### src/rtl/mem_port_arbiter.sv
// Oldest-first arbiter sharing one memory port among eight scheduler slots.
// Optional watchdog (timeout_err) is built only when MEM_ARB_TIMEOUT_EN is defined.
module mem_port_arbiter #(
    parameter int TIMEOUT_CYCLES = 255
) (
    input  logic       main_clk,
    input  logic       main_rst_n,
    input  logic [7:0] slot_alloc,
    input  logic [7:0] slot_free,
    input  logic       flush,
    input  logic [7:0] slot_req,
    output logic       mem_req,
    output logic [2:0] mem_slot,
    input  logic       mem_ack,
    input  logic       mem_done,
    output logic [7:0] done_onehot,
    output logic       busy,
    output logic       timeout_err
);

    typedef enum logic [1:0] {S_IDLE, S_REQ, S_WAIT} state_t;

    state_t      state_reg;
    logic [7:0]  valid_reg;
    logic        mem_req_reg;
    logic [2:0]  mem_slot_reg;
    logic [7:0]  done_onehot_reg;
    logic        busy_reg;
    logic        flushed_reg;

    logic [63:0] older_flat;   // bit i*8+j: slot i is older than slot j
    logic [63:0] beats;        // bit i*8+j: requester j is older than requester i
    logic [7:0]  req_v;
    logic [7:0]  winner_oh;
    logic [2:0]  winner_idx;
    logic        grant;

    always_ff @(posedge main_clk or negedge main_rst_n) begin
        if (!main_rst_n)
            valid_reg <= '0;
        else if (flush)
            valid_reg <= '0;
        else
            valid_reg <= (valid_reg & ~slot_free) | slot_alloc;
    end

    // Only the upper triangle is stored; the lower triangle is its complement.
    for (genvar gi = 0; gi < 8; gi++) begin : g_row
        for (genvar gj = 0; gj < 8; gj++) begin : g_col
            if (gi < gj) begin : g_upper
                logic age_reg;
                // A newly allocated slot is younger than everything else; when both
                // are allocated together the lower index (gi) stays older.
                always_ff @(posedge main_clk or negedge main_rst_n) begin
                    if (!main_rst_n)
                        age_reg <= 1'b1;
                    else if (!flush && slot_alloc[gj])
                        age_reg <= 1'b1;
                    else if (!flush && slot_alloc[gi])
                        age_reg <= 1'b0;
                end
                assign older_flat[gi*8+gj] = age_reg;
                assign older_flat[gj*8+gi] = ~age_reg;
            end else if (gi == gj) begin : g_diag
                assign older_flat[gi*8+gj] = 1'b0;
            end
            assign beats[gi*8+gj] = req_v[gj] & older_flat[gj*8+gi];
        end
        assign winner_oh[gi] = req_v[gi] & ~|beats[gi*8 +: 8];
    end

    assign req_v = valid_reg & slot_req;
    // A flush in the arbitration cycle invalidates every candidate, so no grant.
    assign grant = (|winner_oh) & ~flush;

    always_comb begin
        winner_idx = 3'd0;
        for (int i = 0; i < 8; i++)
            if (winner_oh[i]) winner_idx = 3'(i);
    end

    always_ff @(posedge main_clk or negedge main_rst_n) begin
        if (!main_rst_n) begin
            state_reg       <= S_IDLE;
            mem_req_reg     <= 1'b0;
            mem_slot_reg    <= 3'd0;
            done_onehot_reg <= '0;
            busy_reg        <= 1'b0;
            flushed_reg     <= 1'b0;
        end else begin
            done_onehot_reg <= '0;
            case (state_reg)
                S_IDLE: begin
                    if (grant) begin
                        state_reg    <= S_REQ;
                        mem_req_reg  <= 1'b1;
                        mem_slot_reg <= winner_idx;
                        busy_reg     <= 1'b1;
                        flushed_reg  <= 1'b0;
                    end
                end
                S_REQ: begin
                    if (mem_ack) begin
                        state_reg   <= S_WAIT;
                        mem_req_reg <= 1'b0;
                        flushed_reg <= flushed_reg | flush;
                    end else if (flush) begin
                        state_reg   <= S_IDLE;
                        mem_req_reg <= 1'b0;
                        busy_reg    <= 1'b0;
                    end
                end
                S_WAIT: begin
                    if (mem_done) begin
                        state_reg <= S_IDLE;
                        busy_reg  <= 1'b0;
                        if (!flushed_reg && !flush)
                            done_onehot_reg <= 8'b1 << mem_slot_reg;
                    end else if (flush) begin
                        flushed_reg <= 1'b1;
                    end
                end
                default: state_reg <= S_IDLE;
            endcase
        end
    end

    assign mem_req     = mem_req_reg;
    assign mem_slot    = mem_slot_reg;
    assign done_onehot = done_onehot_reg;
    assign busy        = busy_reg;

`ifdef MEM_ARB_TIMEOUT_EN
    localparam int CNT_W = $clog2(TIMEOUT_CYCLES + 1);
    logic [CNT_W-1:0] wd_cnt_reg;
    logic             timeout_err_reg;

    always_ff @(posedge main_clk or negedge main_rst_n) begin
        if (!main_rst_n) begin
            wd_cnt_reg      <= '0;
            timeout_err_reg <= 1'b0;
        end else begin
            if (state_reg == S_IDLE)
                wd_cnt_reg <= '0;
            else if (wd_cnt_reg != CNT_W'(TIMEOUT_CYCLES))
                wd_cnt_reg <= wd_cnt_reg + 1'b1;
            if (wd_cnt_reg == CNT_W'(TIMEOUT_CYCLES))
                timeout_err_reg <= 1'b1;
        end
    end
    assign timeout_err = timeout_err_reg;
`else
    assign timeout_err = 1'b0;
`endif

    a_timeout_cfg: assert property (@(posedge main_clk) TIMEOUT_CYCLES > 0);
    a_alloc_valid: assert property (@(posedge main_clk) disable iff (!main_rst_n)
        !flush |-> ((slot_alloc & valid_reg) == 8'h00));
    a_free_busy: assert property (@(posedge main_clk) disable iff (!main_rst_n)
        (busy_reg && !flush) |-> !slot_free[mem_slot_reg]);
    a_done_wait: assert property (@(posedge main_clk) disable iff (!main_rst_n)
        mem_done |-> (state_reg == S_WAIT));
    a_alloc_free: assert property (@(posedge main_clk) disable iff (!main_rst_n)
        (slot_alloc & slot_free) == 8'h00);

endmodule
### config.mk
export PLATFORM = sky130hd
export DESIGN_NAME = mem_port_arbiter
export DESIGN_NICKNAME = d
export VERILOG_FILES = /design/src/rtl/mem_port_arbiter.sv
export SDC_FILE = /design/constraint.sdc
export NUM_CORES = 1
export LEC_CHECK = 0
export ABC_AREA = 0
export CORE_MARGIN = 5
export CORE_UTILIZATION = 52
export CTS_BUF_LIST = sky130_fd_sc_hd__clkbuf_4 sky130_fd_sc_hd__clkbuf_8 sky130_fd_sc_hd__clkbuf_16
export DETAILED_ROUTE_END_ITERATION = 7
export GPL_ROUTABILITY_DRIVEN = 0
export HOLD_SLACK_MARGIN = 0.1
export PLACE_DENSITY = 0.79
export SLEW_MARGIN = 30
export SYNTH_ARGS = -nofsm -noshare
export SYNTH_HDL_FRONTEND = slang
export SYNTH_SLANG_ARGS = --single-unit
### constraint.sdc
create_clock -name main_clk -period 2.1 [get_ports main_clk]
set_input_delay 0.42 -clock main_clk [delete_from_list [all_inputs] [get_ports main_clk]]
set_output_delay 0.42 -clock main_clk [all_outputs]
set_load 0.02 [all_outputs]
==> results.ini, run 1 <==
[pwr]
worst_vdd_rail_ir_drop_mv=0.439
power.density_cell_area_nw_per_um2=855
p_leak_nw=1.53
power_mw=2.88

[detailed_routing]
avgViaCountPerCell=6.13
drc=0
highest_layer=met4
sum_of_routed_wire_segments_on_met1_um=2620
routed_wire_length_per_instance_um=18.0
vias=2389
wl_met3_um=596
drtPass1Iterations=6
iter_0_drt_violations=168
met2WireLength_um=3540
finalWirelength_um=7030
drtAntennaViolNets=0

[sta]
setup_repair_after_global_routing_missed_its_margin=no
period_share=0.959
max_clock_freq_ghz=0.497
clock-skew-final_ns=0.00895
maxSlewViolCount=0
fin_crit_ns=2.01
finalSetupViolations=0
hold_slack_ns=0.469
timing.final.hold_violations=0

[worst_setup_path]
critPathCaptureType=flop
cpPeakStageDelay_ns=0.42
critPathSlowestCell=sky130_fd_sc_hd__a2111oi_4
setup.worst_path.start_class=flop
critical_path_class=reg2reg
critical_path.max_fanout=5
worstPathRequired_ns=2.29
critical_path_arrival_ns=2.21
crit-reg2reg-capture=flushed_reg
crit_path_cell_trace=and2_4 > a32o_2 > a2111oi_4 > nor4_4 > a31oi_4 > buf_6 > o211ai_2 > mux2i_1
crit-reg2reg-launch=valid_reg[0]
worst_r2r_path_depth=8
r2r_slack_ns=0.09

[global_routing]
number_of_global_route_vias_before_repair=2365
initial_antenna_violation_count=0
overflow=0
global_route.usage.total=0.236
wire_length_of_the_first_global_routing_pass_um=11400
grt_max_degree=53

[cts]
register_clock_pin_slew_on_the_reported_worst_setup_and_hold_paths_ns=0.09
clock_sinks=52
cts-root-to-sink-buffers=2
clockRootBuffer=sky130_fd_sc_hd__clkbuf_8
tritoncts=done
cts_inserted_buffers=5
clock_insertion_delay_at_the_later_pin_of_the_skew_report_ns=0.31
h_tree_level_count=2

[layout]
final_layout_size_suffix_gt1_frac=0.256
multiInputGateArea_um2=1190
layout.area.seq_um2=1340
mostFrequentLayoutCells=68 x sky130_fd_sc_hd__nand2_1, 32 x sky130_fd_sc_hd__clkdlybuf4s50_1, 28 x sky130_fd_sc_hd__dfstp_2
fillers=355
areaGrowthSynthToFinish_pct=36.0
post-route-cell-area_um2=3370
largest_reg_flops=28
post_layout_nonfiller_instances=390
mostFrequentLayoutCell=sky130_fd_sc_hd__nand2_1
finish.net_count=368
num_antenna_cells=0
final_util=0.722

[floorplanning]
start_util=0.531
fp-row-count=25
dieHeight_um=79.0
floorplan.core_area_um2=4660
ios=43
die_area_um2=6240
x_dimension_of_the_die_um=79.0

[synthesis]
syn_avg_cell_area_um2=9.34
yosysWarnings=0
syn_inst=265
sequential_element_share_of_the_synthesized_area=0.540
ys_async_sr_fraction=1.00
top_area_cells_in_the_synthesized_netlist=sky130_fd_sc_hd__dfstp_2 30%, sky130_fd_sc_hd__dfrtp_1 24%, sky130_fd_sc_hd__nand2_1 11%
cell_type_with_the_highest_aggregate_area_in_the_netlist=sky130_fd_sc_hd__dfstp_2
count_of_flip_flops_with_a_built_in_enable_after_synthesis=0
postSynthRegisterBits=52
synth.cell_area_um2=2470
synth_top_area_frac=0.297
synth_cell_types=41
synth_flop_cell=sky130_fd_sc_hd__dfstp_2
synthesis.nets=298

[min_path]
endpoint_of_the_worst_hold_path=g_row[0].g_col[1].g_upper.age_reg
holdCritPathClass=reg2reg
hold_path_depth=2
min_from=g_row[0].g_col[1].g_upper.age_reg

[place]
dp.final_hpwl_um=4690
dpl_cell_area_um2=3080
io_buffer_count=41
placedCellCount=375

[run]
max_cap_violations=0

[status]
status=finished, final reports clean

per-stage QoR:
step	worst slack (ns)	TNS [ns]
final	0.0868	0
after global routing	0.00807	0
after CTS	0.0243	0
after detailed placement	-0.551	-4.10
after global placement	-0.375	-2.73
after floorplan	0.224	0
worst max-delay path: cells and delay by family (launching register included):
family,cells,cell delay (ns)
AOI/OAI and AO/OA,4,0.96
DFF,1,0.39
and+or+nand+nor,2,0.28
buffers and inverters,1,0.15
muxes,1,0.13
power breakdown:
part	total (mW)	switching, mW	internal (mW)
combinational	0.930	0.508	0.422
sequential	1.37	0.168	1.20
clock	0.582	0.319	0.264
worst max path at each step:
stage                                                  from          end  cells after the start
after floorplan           g_row[4].g_col[5].g_upper.age_reg  flushed_reg                      8
after global placement                          slot_req[3]  flushed_reg                     10
after detailed placement                        slot_req[3]  flushed_reg                     10
after CTS                                       slot_req[2]  flushed_reg                      9
after global routing                           valid_reg[5]  flushed_reg                      8
final                                          valid_reg[0]  flushed_reg                      8
cell families (layout without fill, tap and decap cells):
logic type / count (synthesis) / count (layout) / synth area share
muxes: 2 / 2 / 0.00809
other: 1 / 1 / 0.00152
AOI/OAI and AO/OA: 56 / 56 / 0.162
adders and majority gates: 4 / 4 / 0.0202
and+or+nand+nor: 130 / 130 / 0.234
DFF: 52 / 52 / 0.540
buffers and inverters: 20 / 91 / 0.0349
repair_timing:
item | in CTS | in global routing
cloned | 1 | 0
setup endpoints to repair | 8 | 8
hold buffers | 0 | 1
hold endpoints to repair | 0 | 1
setup buffers | 5 | 1
pin swaps | 11 | 6
gates resized for setup | 32 | 5
final cells by class:
cell class,count,share of cell area
repair buffers,67,0.183
clock inverters,2,0.00297
clock buffers,6,0.0245
inverters,16,0.0178
well taps,54,0.0201
flip-flops and latches,52,0.397
multi-input cells,193,0.354
Yosys cell counts, drive strengths merged, types with 3 or more instances:
master	instances
o2bb2ai	3
a31oi	4
ha	4
nand3	16
dfrtp	24
nand2	71
and2	4
o2111ai	6
nor2	19
o21ai	6
o22ai	7
dfstp	28
nand3b	4
a21oi	20
nor3	8
a2111oi	3
inv	16
metal layers:
| metal | track usage | vias to the layer above |
|---|---|---|
| met5 | 0 | - |
| met3 | 0.0510 | 34 |
| met1 | 0.280 | 1144 |
| met2 | 0.408 | 152 |
| li1 | - | 1059 |
| met4 | 0.110 | 0 |
(Power assumes the default switching activity.)
==> inputs of run 2 (changes only) <==
Settings changed: HOLD_SLACK_MARGIN 0.1 to default.
==> run 2 against run 1 <==
Net effect: sequential share of layout area up 0.12 points; clock power grew 0.7%; setup slack got worse by 0.00093 ns; critical path depth stayed put; largest power group unchanged; sequential power is essentially flat; non-clock buffer count decreased by 1; critical path type unchanged.
==> results.ini, run 2 (synthesized netlist as in run 1, its figures left out) <==
[global_routing]
number_of_global_route_vias_before_repair=2365  ; unchanged
initial_antenna_violation_count=0  ; unchanged
global_route.usage.total=0.236  ; unchanged
grt_max_degree=53  ; unchanged
wire_length_of_the_first_global_routing_pass_um=11400  ; unchanged
overflow=0  ; unchanged

[worst_setup_path]
critical_path_class=reg2reg
setup.worst_path.start_class=flop
critical_path_arrival_ns=2.21  ; about the same
critPathCaptureType=flop
worstPathRequired_ns=2.29  ; about the same
critical_path.max_fanout=5  ; unchanged
worst_r2r_path_depth=8  ; unchanged
crit-reg2reg-launch=valid_reg[0]
r2r_slack_ns=0.09  ; about the same
crit-reg2reg-capture=flushed_reg

[detailed_routing]
finalWirelength_um=7060  ; +0.44%
routed_wire_length_per_instance_um=18.1  ; +0.70%
vias=2381  ; -0.33%
drtPass1Iterations=6  ; unchanged
drtAntennaViolNets=0  ; unchanged
iter_0_drt_violations=174  ; +3.6%
avgViaCountPerCell=6.12  ; about the same
drc=0  ; unchanged

[floorplanning]
ios=43  ; unchanged
dieHeight_um=79.0  ; unchanged
fp-row-count=25  ; unchanged
die_area_um2=6240  ; unchanged
start_util=0.531  ; unchanged
x_dimension_of_the_die_um=79.0  ; unchanged
floorplan.core_area_um2=4660  ; unchanged

[layout]
final_layout_size_suffix_gt1_frac=0.257  ; +0.000764
post-route-cell-area_um2=3360  ; -0.30%
largest_reg_flops=28  ; unchanged
num_antenna_cells=0  ; unchanged
mostFrequentLayoutCells=68 x sky130_fd_sc_hd__nand2_1, 32 x sky130_fd_sc_hd__clkdlybuf4s50_1, 28 x sky130_fd_sc_hd__dfstp_2
fillers=354  ; -0.28%
mostFrequentLayoutCell=sky130_fd_sc_hd__nand2_1
finish.net_count=367  ; -0.27%
areaGrowthSynthToFinish_pct=35.6
multiInputGateArea_um2=1190  ; unchanged
final_util=0.720  ; -0.00215
layout.area.seq_um2=1340  ; unchanged

[min_path]
holdCritPathClass=in2async

[pwr]
power_switching_share=0.347  ; +0.00136
intPower_mw=1.88  ; about the same
netSwitchingPower_mw=1.00  ; +0.54%
power.density_cell_area_nw_per_um2=859  ; +0.45%
worst_vdd_rail_ir_drop_mv=0.440  ; +0.23%
power.sequential.fraction=0.474  ; about the same
p_leak_nw=1.53  ; -0.27%
power.clock.fraction=0.203  ; about the same
comb_power_share=0.323  ; about the same

[place]
io_buffer_count=41  ; unchanged
dpl_cell_area_um2=3080  ; unchanged
dp.final_hpwl_um=4690  ; unchanged

[sta]
clock-skew-final_ns=0.00826  ; -0.000690 ns
max_clock_freq_ghz=0.496  ; about the same
period_share=0.959  ; about the same
hold_slack_ns=0.0833  ; -0.386 ns
timing.final.hold_violations=0  ; unchanged
setup_repair_after_global_routing_missed_its_margin=no
tns_ns=0  ; unchanged
maxSlewViolCount=0  ; unchanged
finalSetupViolations=0  ; unchanged
fin_crit_ns=2.01  ; +0.000931 ns

[run]
max_cap_violations=0  ; unchanged

[cts]
h_tree_level_count=2  ; unchanged
clock_sinks=52  ; unchanged
postCtsHoldBufs=0  ; unchanged
register_clock_pin_slew_on_the_reported_worst_setup_and_hold_paths_ns=0.09  ; about the same
cts-root-to-sink-buffers=2  ; unchanged
tritoncts=done
clockRootBuffer=sky130_fd_sc_hd__clkbuf_8
clock_insertion_delay_at_the_later_pin_of_the_skew_report_ns=0.31  ; about the same
cts_inserted_buffers=5  ; unchanged

[status]
status=finished, final reports clean

run 2: cell count changes in the layout (fill, tap and decap cells not counted), sizes merged:
cell / change
dlygate4sd3: -1
run 2: through the flow:
stage	instances	worst slack, ns	total power, mW
6_report	389	0.0858	2.88
3_3_place_gp	375	-0.375	2.18
3_5_place_dp	375	-0.551	2.21
4_1_cts	388	0.0243	2.85
5_1_grt	389	0.00807	3.04
2_1_floorplan	265	0.224	1.85
run 2: metal layers:
metal | global-route usage | part of all wire
met1 | 0.280 | 0.37
met2 | 0.408 | 0.51
met3 | 0.0510 | 0.094
met4 | 0.110 | 0.034
met5 | 0 | 0
run 2: layout make-up:
type | count | share of cell area
clock buffer | 6 | 0.0246
clock inverter | 2 | 0.00298
inverter | 16 | 0.0179
multi-input combinational | 193 | 0.355
sequential | 52 | 0.398
tap | 54 | 0.0201
timing repair buffer | 66 | 0.181
run 2: worst max-delay path, cell delays in order (launching register included):
cell and delay [ns]:
sky130_fd_sc_hd__dfrtp_1 0.39, sky130_fd_sc_hd__and2_4 0.17, sky130_fd_sc_hd__a32o_2 0.26, sky130_fd_sc_hd__a2111oi_4 0.42, sky130_fd_sc_hd__nor4_4 0.11, sky130_fd_sc_hd__a31oi_4 0.18, sky130_fd_sc_hd__buf_6 0.15, sky130_fd_sc_hd__o211ai_2 0.09
sky130_fd_sc_hd__mux2i_1 0.13
run 2: repair_timing:
item,in CTS,in global routing
pin swaps,11,6
gates resized for setup,32,5
endpoints found under the setup margin,8,8
buffers inserted,5,1
cloned,1,0
run 2: how the worst max path moves through the flow:
| stage | from | endpoint | slack [ns] | cells past startpoint |
|---|---|---|---|---|
| floorplan | g_row[4].g_col[5].g_upper.age_reg | flushed_reg | 0.22 | 8 |
| global route | valid_reg[5] | flushed_reg | 0.008 | 8 |
| detailed placement | slot_req[3] | flushed_reg | -0.55 | 10 |
| finish | valid_reg[0] | flushed_reg | 0.09 | 8 |
| global placement | slot_req[3] | flushed_reg | -0.38 | 10 |
| CTS | slot_req[2] | flushed_reg | 0.02 | 9 |
run 2: power by group through the flow:
stage	registers [mW]	logic [mW]	clock network, mW
final	1.37	0.931	0.586
after global routing	1.39	1.01	0.640
after CTS	1.36	0.902	0.589
after detailed placement	1.36	0.846	0
after global placement	1.36	0.822	0
after floorplan	1.38	0.473	0
==> edit: new RTL, flow settings as in run 2 <==
Encoding of `state_t`: now one-hot (3 bits for 3 states).
--- a/src/rtl/mem_port_arbiter.sv
+++ b/src/rtl/mem_port_arbiter.sv
@@ -19,5 +19,5 @@
 );
 
-    typedef enum logic [1:0] {S_IDLE, S_REQ, S_WAIT} state_t;
+    typedef enum logic [2:0] {S_IDLE = 3'b001, S_REQ = 3'b010, S_WAIT = 3'b100} state_t;
 
     state_t      state_reg;
Check against the original RTL: same outputs for any inputs over 4 cycles, from zero or initial values and one cycle with main_rst_n low; so few cycles prove little.
==> edit against run 2 <==
  * Area after synthesis increased by 5.5%
  * Routed wire length fell by 15%
  * Clock skew decreased by 0.0056 ns
  * Total power is 12% lower
  * Design area shrank 2.9%
  * Clock power grew 3%
  * Sequential cell count rose by 1
  * Worst setup slack better by 0.0046 ns
==> edit: results (changes against run 2) <==
- The number of sinks on the clock net is 53 (+1.9%).
* Placed inst area: 3122 um^2 (+1.5%)
- Tracing the worst setup path back leads to its startpoint at slot_req[7].
- The cell leakage power was 1.475 nW (-3.4%).
* Largest net degree at the start of global routing: 54 (+1.9%)
- The data-path buffer share of cell area in the final layout is 0.1512 (-0.02958).
- The total global routing track utilization was 0.1978 (-0.03843).
- Routed met3 length: 455 um (-31%)
- The post-placement worst setup slack came to -0.2979 ns (+0.2535 ns).
- Share of cell area taken by flip-flops and latches: 0.4179 (+0.01945)
- Critical Path Fanout Max: 8 (+3)
* Layout inverter count without the clock tree: 10 (-6)
- Origin of the critical flop-to-flop path: valid_reg[0]$_DFF_PN0_
- Result of the run: finished clean
* Number of cell instances on the worst register-to-register path: 6 (-2)
* Post-synthesis sequential area ratio: 0.5221 (-0.01789)
* Smallest setup slack after layout: 0.09049 ns (+0.004645 ns)
- The post-route met1 wirelength is 2626 um (+1.9%).
- Multi-input gate count: 196 (+1.6%)
- Dpl hpwl: 4492 um (-4.3%)
* Highest ir drop seen on vdd: 550.1 uV (+25%)
* Cell types occupying the most area after synthesis: sky130_fd_sc_hd__dfstp_2, sky130_fd_sc_hd__dfrtp_1, sky130_fd_sc_hd__nand2_1, sky130_fd_sc_hd__nand3_1, sky130_fd_sc_hd__nand2b_1
- Routed met2 length: 2850 um (-20%)
- The maximum count of clock buffers along a single path was 2 (unchanged).
- Worst clock skew: 0.002681 ns (-0.005578 ns)
- Post-synthesis net count: 294 (-1.3%)
- Main synth FF type: sky130_fd_sc_hd__dfstp_2
* Number of buffers created by CTS: 5 (unchanged)
- The register-to-register setup slack was 0.12 ns (+0.03 ns).
- The count of plain and timing-repair buffers was 49 (-26%).
- Post-CTS resize count: 0 (-100%)
- The number of clock buffer instances in the layout was 8 (+2).
- Post-route standard cell area excluding fillers: 3261 um^2 (-2.9%)
* NumNets Final: 344 (-6.3%)
- Detailed-router iteration count before antenna repair: 5 (-1)
- Setup fix buffers added after clock tree synthesis: 0 (-5)
* Via density per instance: 5.593 (-8.6%)
* Global-route wire length before repair: 9970 um (-12%)
- The number of fill cells in the layout was 385 (+8.8%).
* Area of the multi-input gates: 1186 um^2 (-0.52%)
* Drt total wl: 6015 um (-15%)
- ANT cells: 0 (unchanged)
- Number of vias after detailed routing: 2,142 (-10%)
- First-iteration detailed-routing DRC count: 206 (+18%)
* Clock buffer and inverter area fraction after layout: 0.02993 (+0.002350)
- The fraction of final layout cells with drive strength greater than 1 is 0.2342 (-0.02254).
* List of most frequent post-synthesis cells: sky130_fd_sc_hd__nand2_1, sky130_fd_sc_hd__dfstp_2, sky130_fd_sc_hd__dfrtp_1
- Number of distinct library cells after synthesis: 44 (+7.3%)
- The most critical setup path has its endpoint at mem_req$_DFFE_PN0P_.
- The number of placed cells counting well taps is 375 (unchanged).
- The endpoint identified for the worst register-to-register timing path is mem_slot[0]$_DFFE_PN0P_.
* Port-buffer cells: 41 (unchanged)
-- edit: how the worst min path moves through the flow --
stage | startpoint | endpoint | slack (ns) | cells past startpoint
floorplan | main_rst_n | busy$_DFFE_PN0P_ | 0.12 | 0
global placement | main_rst_n | valid_reg[2]$_DFF_PN0_ | 0.43 | 2
detailed placement | main_rst_n | valid_reg[1]$_DFF_PN0_ | 0.43 | 2
CTS | main_rst_n | valid_reg[1]$_DFF_PN0_ | 0.1 | 2
global route | main_rst_n | valid_reg[3]$_DFF_PN0_ | 0.12 | 2
finish | main_rst_n | valid_reg[3]$_DFF_PN0_ | 0.09 | 2
-- edit: report_power, final --
part	total [mW]	leakage (nW)	switching, mW	internal [mW]
registers	1.34	0.615	0.142	1.20
clock network	0.604	0.0523	0.309	0.295
logic	0.597	0.807	0.298	0.299
-- edit: logic make-up after synthesis --
group | count (synthesis) | share of synthesized area
AND/OR/NAND/NOR | 151 | 0.3193
flip-flops | 53 | 0.5221
AO/OA/AOI/OAI | 42 | 0.1122
buffers and inverters | 16 | 0.03356
multiplexers | 2 | 0.01151
other | 1 | 0.001437
-- edit: routing by layer --
layer / vias up / track usage
li1: 1015 / -
met1: 1034 / 0.2826
met2: 86 / 0.3038
met3: 7 / 0.03769
met4: 0 / 0.06419
met5: - / 0
-- edit: critical path, cell delays in order --
cell and delay (ns):
sky130_fd_sc_hd__clkdlybuf4s50_1 0.50, sky130_fd_sc_hd__nand2_4 0.11, sky130_fd_sc_hd__o2111ai_1 0.22, sky130_fd_sc_hd__nor4_2 0.09
sky130_fd_sc_hd__nor4_4 0.40, sky130_fd_sc_hd__a21oi_4 0.13, sky130_fd_sc_hd__buf_4 0.17, sky130_fd_sc_hd__a21o_1 0.15
